**src/rtl/sample_pacer.sv**
```systemverilog
// sample_pacer: smooths bursty audio words from the UART/Demux path into a
// steady one-word-per-sample-period stream for the FM phase accumulator.
// A small FIFO absorbs the bursts. A free-running tick counter sets the
// release rate, and a FILL/RUN state machine prefills the FIFO to half
// depth before releasing words. Fill level and sticky overflow/underrun
// status are reported.
module sample_pacer #(
  parameter int unsigned clockRate  = 76_800_000,
  parameter int unsigned sampleRate = 48_000,
  parameter int unsigned dataWidth  = 24,
  parameter int unsigned depthLog2  = 4
) (
  input  logic                 clk,
  input  logic                 reset,
  input  logic                 enable,
  input  logic [dataWidth-1:0] inData,
  input  logic                 clearFlags,
  output logic [dataWidth-1:0] outData,
  output logic                 strobe,
  output logic [depthLog2:0]   level,
  output logic                 overflow,
  output logic                 underrun
);

  localparam int unsigned Period = clockRate / sampleRate;
  localparam int unsigned Depth  = 2 ** depthLog2;
  localparam int unsigned CntW   = (Period > 1) ? $clog2(Period) : 1;
  localparam int unsigned LvlW   = depthLog2 + 1;

  localparam logic [CntW-1:0] TickVal  = CntW'(Period - 1);
  localparam logic [LvlW-1:0] FullLvl  = LvlW'(Depth);
  localparam logic [LvlW-1:0] StartLvl = LvlW'(Depth / 2);

  typedef enum logic {
    FILL = 1'b0,
    RUN  = 1'b1
  } state_t;

  state_t               state;
  logic [CntW-1:0]      cnt;
  logic [depthLog2-1:0] wr_ptr;
  logic [depthLog2-1:0] rd_ptr;
  logic [dataWidth-1:0] mem [Depth];

  logic tick;
  logic full;
  logic empty;
  logic pop;
  logic dry_tick;
  logic push;
  logic drop;

  // Release/accept decisions for this cycle. A full FIFO still accepts a
  // word when a pop frees a slot on the same edge.
  assign tick     = (cnt == TickVal);
  assign full     = (level == FullLvl);
  assign empty    = (level == '0);
  assign pop      = (state == RUN) && tick && !empty;
  assign dry_tick = (state == RUN) && tick && empty;
  assign push     = enable && (!full || pop);
  assign drop     = enable && full && !pop;

  // Storage array: written on accepted pushes only.
  // NOTE: the FIFO storage is deliberately left out of reset; the pointers
  // and level define which entries are valid, so resetting the array would
  // only add reset fan-out without changing behaviour.
  always_ff @(posedge clk) begin
    if (push) begin
      mem[wr_ptr] <= inData;
    end
  end

  // Pacing FSM, pointers, level, registered sample output and sticky flags.
  // NOTE: every register here uses non-blocking assignment so all updates
  // see the pre-edge values of level, state and the pointers.
  always_ff @(posedge clk or negedge reset) begin
    if (!reset) begin
      state    <= FILL;
      cnt      <= '0;
      wr_ptr   <= '0;
      rd_ptr   <= '0;
      level    <= '0;
      outData  <= '0;
      strobe   <= 1'b0;
      overflow <= 1'b0;
      underrun <= 1'b0;
    end else begin
      // Sample-period counter runs in both states.
      if (tick) begin
        cnt <= '0;
      end else begin
        cnt <= cnt + CntW'(1);
      end

      if (push) begin
        wr_ptr <= wr_ptr + 1'b1;
      end

      // outData holds its last value on any cycle without a pop.
      strobe <= pop;
      if (pop) begin
        outData <= mem[rd_ptr];
        rd_ptr  <= rd_ptr + 1'b1;
      end

      level <= level + LvlW'(push) - LvlW'(pop);

      case (state)
        FILL:    if (level >= StartLvl) state <= RUN;
        RUN:     if (dry_tick) state <= FILL;
        default: state <= FILL;
      endcase

      // Sticky status: a set condition outranks a same-cycle clear.
      if (drop) begin
        overflow <= 1'b1;
      end else if (clearFlags) begin
        overflow <= 1'b0;
      end

      if (dry_tick) begin
        underrun <= 1'b1;
      end else if (clearFlags) begin
        underrun <= 1'b0;
      end
    end
  end

endmodule

```
**config.mk**
```make
export PLATFORM = sky130hd
export DESIGN_NAME = sample_pacer
export DESIGN_NICKNAME = d
export VERILOG_FILES = /design/src/rtl/sample_pacer.sv
export SDC_FILE = /design/constraint.sdc
export NUM_CORES = 1
export LEC_CHECK = 0
export CELL_PAD_IN_SITES_DETAIL_PLACEMENT = 0
export CELL_PAD_IN_SITES_GLOBAL_PLACEMENT = 1
export CORE_MARGIN = 4
export CORE_UTILIZATION = 49
export DETAILED_ROUTE_END_ITERATION = 12
export PLACE_DENSITY_LB_ADDON = 0.2
export SKIP_LAST_GASP = 1
export SYNTH_ARGS = -nofsm -noshare
export SYNTH_HDL_FRONTEND = slang
export SYNTH_SLANG_ARGS = --single-unit
```
**constraint.sdc**
```tcl
create_clock -name clk -period 3.1 [get_ports clk]
set_clock_uncertainty 0.2 [all_clocks]
set_input_delay 0.93 -clock clk [delete_from_list [all_inputs] [get_ports clk]]
set_output_delay 0.93 -clock clk [all_outputs]
set_load 0.03 [all_outputs]
```
==> results.tsv <==
metric	value	unit
n_diodes	0	
first-pass GRT wire length	51200	um
number of global-route vias before repair	8486	
Rows	68	
IO Count	60	
Total GRT Usage	17.7	%
PortBufs	59	
DP Wirelength	19400	um
Simple-Gate Fraction of Synth Area	2.00	%
post-place setup slack	-0.435	ns
drt total wl	33100	um
Synthesis Warnings	0	
Util after Layout	58.7	%
1st-iter DRT viols	520	
CP Data Arrival Time	1.73	ns
Hold Path Class	input pin to asynchronous set/reset pin	
Rel. slew slack	53.7	%
wire per inst	23.8	um
register bit total from synthesis	436	
Hold Slack	0.199	ns
run status	complete, no violations	
CP top delay family	buffers and inverters	
largest family of logic cells by synthesized area	multiplexers	
final setup margin	0.238	ns
Crit path largest cell delay	0.72	ns
largest fanout on the critical path	6	
PD cells	700	nW/um2
fraction of layout cells with a size suffix above 1	26.7	%
Synth Area in XOR/XNOR	0.873	%
detailed-route via count	7835	
Vias/cell	5.62	
Starting Density	49.5	%
grt total ovfl	0	
Final Max Slew Viols	0	
TritonCTS clock tree	done	
Startpoint Class	flip-flop	
post-synthesis area per instance	21.7	um2
post-synthesis mux area share	18.6	%
Area Overhead vs Synth	18.7	%
die width	195	um
initial antenna violation count	0	
clock buffer depth	3	
largest net degree at the start of global routing	53	
register area share after synthesis	75.2	%
drt first pass iters	5	
Synth area leaders	edfxtp_1 68%, mux4_2 13%, dfrtp_1 7.6%	
CP endpoint kind	primary output	
CTS Hold Bufs	0	
Worst EP required	1.97	ns
sink count of the clock tree	436	
cell area after synthesis	17100	um2
Syn Inst Count	785	
Crit path buffers/inverters	1	
Remaining DRCs	0	
total CTS buffers	44	
post-route ant nets	0	
Worst-Margin Slew	0.695	ns
Yosys top cell by area	edfxtp_1	
# fillers	2500	
VDD IR max	0.416	mV
clk slew on worst S/H paths	0.06	ns
fin cells	1393	
final setup TNS	0	ns
Max Freq	349	MHz
H-Tree Depth	2	
Syn Nets	828	
post-synthesis adder-cell area fraction	1.14	%
final hold violation count	0	
Core Area	34500	um2
Yosys cell types	39	
static leakage	0.00665	uW
Slowest cell on crit path	clkdlybuf4s50_1	
Compound-Gate Fraction of Synth Area	0.558	%
die height	195	um
final worst-path cycle share	92.3	%
Inst Count DP	1310	
setup repair after global routing missed its margin	no	
Layout Nets	945	
GPL Wtd Cong	0.747	
die area	37900	um2
final setup violation count	0	
max-capacitance violation count	0	
critical-path cell list	clkdlybuf4s50_1	
post-synth top area share	67.6	%
critical path class	flip-flop to primary output	
Worst-Skew Late Latency	0.54	ns
Root Buffer Master	clkbuf_16	
fin crit period	2.86	ns
[cell type report]
type | instances | area, um2 | share of cell area [%]
clock buffer | 52 | 1130 | 5.59
clock inverter | 30 | 432 | 2.13
inverter | 18 | 67.6 | 0.334
multi-input combinational | 295 | 3980 | 19.7
sequential | 436 | 12800 | 63.4
tap | 455 | 569 | 2.81
timing repair buffer | 107 | 1220 | 6.05
[synth_stat cells]
| cell type | instances |
|---|---|
| a311oi_1 | 1 |
| and4_1 | 1 |
| ha_1 | 14 |
| and2_1 | 10 |
| buf_2 | 14 |
| xor2_1 | 6 |
| nand4bb_1 | 1 |
| edfxtp_1 | 384 |
| mux2_2 | 26 |
| buf_6 | 4 |
| mux2i_1 | 72 |
| o21ai_0 | 1 |
| a31o_2 | 1 |
| a21boi_0 | 1 |
| buf_8 | 1 |
| and3_1 | 16 |
| buf_1 | 5 |
| inv_1 | 18 |
| dfrtp_1 | 52 |
| o21bai_1 | 1 |
| nor2b_1 | 3 |
| nand3_4 | 1 |
| fa_1 | 1 |
| nand4_1 | 5 |
| clkbuf_1 | 10 |
| nand2_1 | 3 |
| a21oi_1 | 5 |
| nand3_1 | 5 |
| o32ai_1 | 1 |
| or3b_2 | 1 |
| xnor2_1 | 11 |
| buf_4 | 2 |
| nor2_1 | 7 |
| a21o_1 | 1 |
| and3b_1 | 1 |
| mux4_2 | 96 |
| nor4bb_1 | 1 |
| o21a_1 | 1 |
| a41oi_1 | 1 |
[power breakdown]
group | internal, uW | leakage [uW] | total [uW] | switching, uW
logic | 566 | 0.00176 | 1420 | 849
registers | 6980 | 0.00415 | 7150 | 170
clock network | 3400 | 0.000742 | 5610 | 2200
total | 11000 | 0.00665 | 14200 | 3220
[logic make-up after synthesis]
group / count (synthesis)
adders and majority gates: 15
muxes: 194
DFF: 436
xor gates and xnor gates: 17
and+or+nand+nor: 55
buffers and inverters: 54
AOI/OAI and AO/OA: 14
[cell usage in the layout (no fill, tap or decap), types with 3 or more instances in the layout]
cell             count
a21oi_1              5
and2_1              10
and3_1              16
buf_12              22
buf_4               26
bufinv_16            9
clkbuf_1             8
clkbuf_16           44
clkdlybuf4s50_1     57
clkinv_1             5
clkinv_2             4
clkinvlp_4           5
dfrtp_1             49
edfxtp_1           384
ha_1                13
inv_1               18
inv_6                3
mux2_2              26
mux2i_1             72
mux4_2              96
nand3_1              5
nand4_1              5
nor2_1               7
nor2b_1              3
xnor2_1             11
xor2_1               6
[metal layers]
metal  track usage [%]  wire length, um
met1              24.7            14200
met2              30.1            17000
met3              3.00             1420
met4              3.49              482
met5                 0                0
[final timing paths]
kind	startpoint	endpoint	slack [ns]	cells after the start
max	level[1]$_DFF_PN0_	level[1]	0.24	1
min	reset	outData[21]$_DFFE_PN0N_	0.20	2
max reg2reg	cnt[0]$_DFF_PN0_	level[4]$_DFF_PN0_	0.30	14
min reg2reg	cnt[4]$_DFF_PN0_	cnt[4]$_DFF_PN0_	0.27	1
max in group asynchronous	reset	rd_ptr[3]$_DFFE_PN0N_	2.20	2
min in group clk	cnt[4]$_DFF_PN0_	cnt[4]$_DFF_PN0_	0.27	1
[registers in the layout (all words and copies together), names as in the netlist]
name      flops
strobe        1
rd_ptr        4
state         1
outData      24
underrun      1
level         5
cnt          11
overflow      1
mem         384
wr_ptr        4
[what timing repair did]
item,in CTS,in global routing
buffers inserted,0,1
setup endpoints to repair,0,1
resized for setup,0,4
[per-stage QoR]
step                      area [um2]  power (uW)
final                          20200       14200
after global routing           20200       14700
after CTS                      20200       14300
after detailed placement       18700        8700
after global placement         18700        8610
after floorplan                17100        7970
(Power assumes the default switching activity.)
==> edit 1: new RTL, same settings <==
Make the reset (`reset`) synchronous in one clocked block.
--- a/src/rtl/sample_pacer.sv
+++ b/src/rtl/sample_pacer.sv
@@ -74,5 +74,5 @@
   // NOTE: every register here uses non-blocking assignment so all updates
   // see the pre-edge values of level, state and the pointers.
-  always_ff @(posedge clk or negedge reset) begin
+  always_ff @(posedge clk) begin
     if (!reset) begin
       state    <= FILL;
Function: differs if reset is asserted again (counterexample within 4 cycles, from zero or initial values and one cycle with reset low); with reset held inactive, the same outputs for 10 cycles.
==> edit 1 against the unedited design <==
- non-clock buffer count grew 19
- sequential cell count unchanged
- routed wire length rose by 4.0%
- design area up 0.24%
- maximum frequency is 0.32% higher
- synthesized area fell by 0.18%
- power shrank 11%
- worst setup slack improved by 0.0091 ns
==> edit 1: results (changes against the unedited design) <==
outcome:
  status: "finished, final reports clean"
clock_network:
  cts-htree-levels: 2  # unchanged
  cts_buffers: 46  # +4.5%
  ctsRootBufferMaster: "sky130_fd_sc_hd__clkbuf_16"
finish:
  fraction_of_final_layout_cells_sized_beyond_drive_strength_1: 0.266  # -0.000629
  final_nets: 1045  # +11%
synth:
  syn-mean-instance-area_um2: 19.5  # -10%
  synth_top_cells_by_area: "sky130_fd_sc_hd__edfxtp_1 68%, sky130_fd_sc_hd__mux4_2 13%, sky130_fd_sc_hd__dfxtp_1 6.1%, sky130_fd_sc_hd__mux2i_1 1.6%, sky130_fd_sc_hd__mux2_2 1.6%"
  postSynth.asyncResetShare: 0  # -0.119
  synth.net_count: 916  # +11%
  post_synth_num_cell_types: 43  # +10%
  synth_top_cells_by_count: "384 x sky130_fd_sc_hd__edfxtp_1, 96 x sky130_fd_sc_hd__mux4_2, 64 x sky130_fd_sc_hd__nand2_1, 52 x sky130_fd_sc_hd__dfxtp_1, 27 x sky130_fd_sc_hd__mux2i_1"
  synth_seq_area_share: 0.738  # -0.0140
global_route:
  grt_start_max_net_pins: 45  # -15%
  grt_first_pass_wirelength_mm: 53.5  # +4.4%
  grt_pass1_vias: 8843  # +4.2%
  global_route.usage.total: 0.184  # +0.00701
sta:
  worst_rel_slew_slack: 0.565  # +0.0285
route:
  routed_via_density: 5.54  # -1.4%
  wirelength_mm: 34.5  # +4.0%
  detail_route.first_pass.iterations: 5  # unchanged
  initialDrtViolationCount: 509  # -2.1%
  via_count: 8276  # +5.6%
worst_setup_path:
  rr_startpoint: "level[2]"
  cp.arrival_ns: 3.12  # +1.39 ns
  cp-startpoint: "level[2]"
  r2r_setup_slack_ns: 0.25  # -0.05 ns
  worst-path-max-fanout: 3  # -3
  crit_end: "level[4]"
  r2r.worst_path.cells: 15  # +1
die:
  floorplan.initialDensity: 0.495  # about the same
pwr:
  power_leakage_nw: 6.40  # -3.8%
  ir_worst_vdd_mv: 0.456  # +9.6%
placement:
  gp_routability_congestion: 0.739  # -1.1%
  placed_cell_area_um2: 18800  # +0.86%
  placedCellCount: 1407  # +7.4%
  dp_hpwl_mm: 20.7  # +6.8%
hold_path:
  hold_class: "reg -> reg"
## edit 1: cell count changes in the layout (fill, tap and decap cells not counted), moves of 14 or more
cell / unedited run / this run
sky130_fd_sc_hd__o211ai_1: 0 / 24
sky130_fd_sc_hd__a21boi_0: 1 / 22
sky130_fd_sc_hd__dfrtp_1: 49 / 0
sky130_fd_sc_hd__nand2_1: 2 / 63
sky130_fd_sc_hd__dfxtp_1: 0 / 45
sky130_fd_sc_hd__mux2i_1: 72 / 27
sky130_fd_sc_hd__buf_4: 26 / 40
## edit 1: cells by family after synthesis
| logic type | share of synthesized area |
|---|---|
| flip-flops | 0.738 |
| multiplexers | 0.159 |
| AND/OR/NAND/NOR | 0.0430 |
| AO/OA/AOI/OAI | 0.0251 |
| buffers and inverters | 0.0162 |
| adder cells (fa/ha/maj) | 0.0115 |
| XOR/XNOR | 0.00720 |
## edit 1: report_power, final
group          total [W]  internal (W)  switching, W  leakage (nW)
sequential       0.00663       0.00656     0.0000610          3.89
clock            0.00513       0.00301       0.00212         0.702
combinational   0.000884      0.000422      0.000462          1.80
## edit 1: worst max-delay path, stage by stage (launching register included)
cell and delay (ns):
sky130_fd_sc_hd__dfxtp_2 0.33, sky130_fd_sc_hd__inv_2 0.05, sky130_fd_sc_hd__ha_2 0.17, sky130_fd_sc_hd__or4b_4 0.47, sky130_fd_sc_hd__nand2_2 0.10, sky130_fd_sc_hd__nor2_1 0.06
sky130_fd_sc_hd__ha_1 0.28, sky130_fd_sc_hd__inv_1 0.04, sky130_fd_sc_hd__ha_2 0.17, sky130_fd_sc_hd__inv_2 0.06, sky130_fd_sc_hd__fa_2 0.20, sky130_fd_sc_hd__inv_1 0.05
sky130_fd_sc_hd__a21oi_2 0.13, sky130_fd_sc_hd__nor2_2 0.05, sky130_fd_sc_hd__or3_1 0.30, sky130_fd_sc_hd__a21boi_1 0.12
## edit 1: cell type report
type	count	area, um^2
Sequential cell	436	12600
Clock inverter	23	160
Fill cell	2582	14100
Multi-Input combinational cell	379	4240
Timing Repair Buffer	126	1430
Clock buffer	61	1260
Inverter	13	48.8
Tap cell	455	569
## edit 1: per-layer routing
metal / vias up / track usage / part of all wire
li1: 3758 / - / -
met1: 4317 / 0.258 / 0.44
met2: 158 / 0.314 / 0.51
met3: 43 / 0.0276 / 0.035
met4: 0 / 0.0375 / 0.014
met5: - / 0 / 0
## edit 1: through the flow
step                setup WS, ns  total power, W  hold WS (ns)
floorplan                0.00323         0.00717         0.230
global placement          -0.524         0.00759         0.246
detailed placement        -0.571         0.00760         0.247
CTS                       0.0173          0.0128         0.263
global route             0.00838          0.0131         0.277
finish                     0.247          0.0126         0.258
## edit 1: repair_timing
item | CTS | global route
hold buffers | 0 | 0
setup endpoints to repair | 1 | 2
pin swaps | 0 | 4
gates resized for setup | 3 | 14
setup buffers | 1 | 1
==> edit 2: new RTL, same flow settings <==
Without the edit above. `dataWidth`: 24 -> 48.
--- a/src/rtl/sample_pacer.sv
+++ b/src/rtl/sample_pacer.sv
@@ -8,5 +8,5 @@
   parameter int unsigned clockRate  = 76_800_000,
   parameter int unsigned sampleRate = 48_000,
-  parameter int unsigned dataWidth  = 24,
+  parameter int unsigned dataWidth  = 48,
   parameter int unsigned depthLog2  = 4
 ) (
Ports: changed (resized inData and outData); port bits go from 60 to 108. The function was not compared with the original's and may differ.
==> edit 2 against the unedited design <==
- first-iteration DRC count up 74%
- routed wire length up 97%
- die area up 87%
- power up 87%
- register-to-register slack worse by 0.06 ns
- sequential cell count up 408
- non-clock buffer count up 88
- synthesized area up 91%
- critical endpoint unchanged
- count of clock-buffer cells in the layout up 63
- worst setup slack worse by 0.14 ns
- critical path type unchanged
- via count up 86%
- design area up 90%
- clock power up 85%
- largest cell class unchanged
==> edit 2: results (changes against the unedited design) <==
outcome:
  status: "finished, final reports clean"
global_route:
  grt_antenna_before_repair: 1  # +1
  grt_start_max_net_pins: 59  # +11%
  grt_pass1_vias: 15900  # +87%
route:
  initialDrtViolationCount: 907  # +74%
  wirelength_mm: 65.2  # +97%
  routed_via_density: 5.66  # +0.63%
worst_setup_path:
  worst-path-max-fanout: 7  # +1
  cp_slowest_stage_delay_ns: 0.74  # +0.02 ns
  r2r_setup_slack_ns: 0.24  # -0.06 ns
pwr:
  power_leakage_nw: 12.3  # +85%
  pwr_density_cell_nw_per_um2: 687  # -1.9%
  switching_share: 0.221  # -0.00631
placement:
  dp_hpwl_mm: 39.3  # +100%
  placedCellCount: 2410  # +84%
  io_buffer_count: 107  # +81%
synth:
  post_synth_xor_area_fraction: 0.00457  # -0.00416
  synth-adder-area-share: 0.00600  # -0.00545
  synth_top_cells_by_count: "768 x sky130_fd_sc_hd__edfxtp_1, 192 x sky130_fd_sc_hd__mux4_2, 145 x sky130_fd_sc_hd__mux2i_1, 76 x sky130_fd_sc_hd__dfrtp_1, 49 x sky130_fd_sc_hd__mux2_2"
  synth_compound_gate_area_share: 0.00227  # -0.00331
  synth_mux_area_frac: 0.195  # +0.00854
  synth_seq_area_share: 0.767  # +0.0145
clock_network:
  cts-htree-levels: 3  # +1
  cts_buffers: 86  # +95%
  clock_insertion_delay_worst_skew_ns: 0.63  # +0.09 ns
finish:
  fraction_of_final_layout_cells_sized_beyond_drive_strength_1: 0.286  # +0.0190
  final_nets: 1702  # +80%
  layout_top_registers: "mem: 768 flops, outData: 48 flops, cnt: 11 flops"
sta:
  worst_rel_slew_slack: 0.441  # -0.0954
  worst_hold_slack_ns: 0.0803  # -0.119 ns
## edit 2: changes by cell type after synthesis, moves of 3 or more
cell and delta:
sky130_fd_sc_hd__mux2_2 +23, sky130_fd_sc_hd__mux4_2 +96, sky130_fd_sc_hd__buf_1 +19, sky130_fd_sc_hd__edfxtp_1 +384, sky130_fd_sc_hd__xnor2_1 -3, sky130_fd_sc_hd__buf_2 +4
sky130_fd_sc_hd__xor2_1 +3, sky130_fd_sc_hd__nand2_1 +3, sky130_fd_sc_hd__mux2i_1 +73, sky130_fd_sc_hd__buf_6 +13, sky130_fd_sc_hd__dfrtp_1 +24
## edit 2: worst max-delay path by stage
| stage | depth (start not counted) | endpoint | slack [ns] | from |
|---|---|---|---|---|
| 4_1_cts | 1 | level[1] | 0.03 | level[1] |
| 5_1_grt | 14 | level[4] | -0.01 | enable |
| 3_3_place_gp | 14 | level[4] | -0.52 | enable |
| 6_report | 1 | level[1] | 0.10 | level[1] |
| 2_1_floorplan | 14 | level[4] | 0.01 | enable |
| 3_5_place_dp | 14 | level[4] | -0.52 | enable |
## edit 2: per-layer routing
metal	global-route usage	share of wire	up-vias
li1	-	-	6349
met1	0.267	0.44	7825
met2	0.314	0.50	292
met3	0.0270	0.037	95
met4	0.0491	0.019	2
met5	0	0.00017	-
## edit 2: layout make-up
cell class,instances,area (um^2)
Clock inverter,47,531
Sequential cell,844,25000
Inverter,17,63.8
Fill cell,4782,27400
Clock buffer,115,2380
Multi-Input combinational cell,491,7160
Timing Repair Buffer,195,2300
Tap cell,864,1080
## edit 2: through the flow
stage / setup WS (ns) / TNS (ns)
3_3_place_gp: -0.521 / -108.47
3_5_place_dp: -0.524 / -121.34
6_report: 0.102 / 0
4_1_cts: 0.0344 / 0
2_1_floorplan: 0.0118 / 0
5_1_grt: -0.00986 / -0.00986
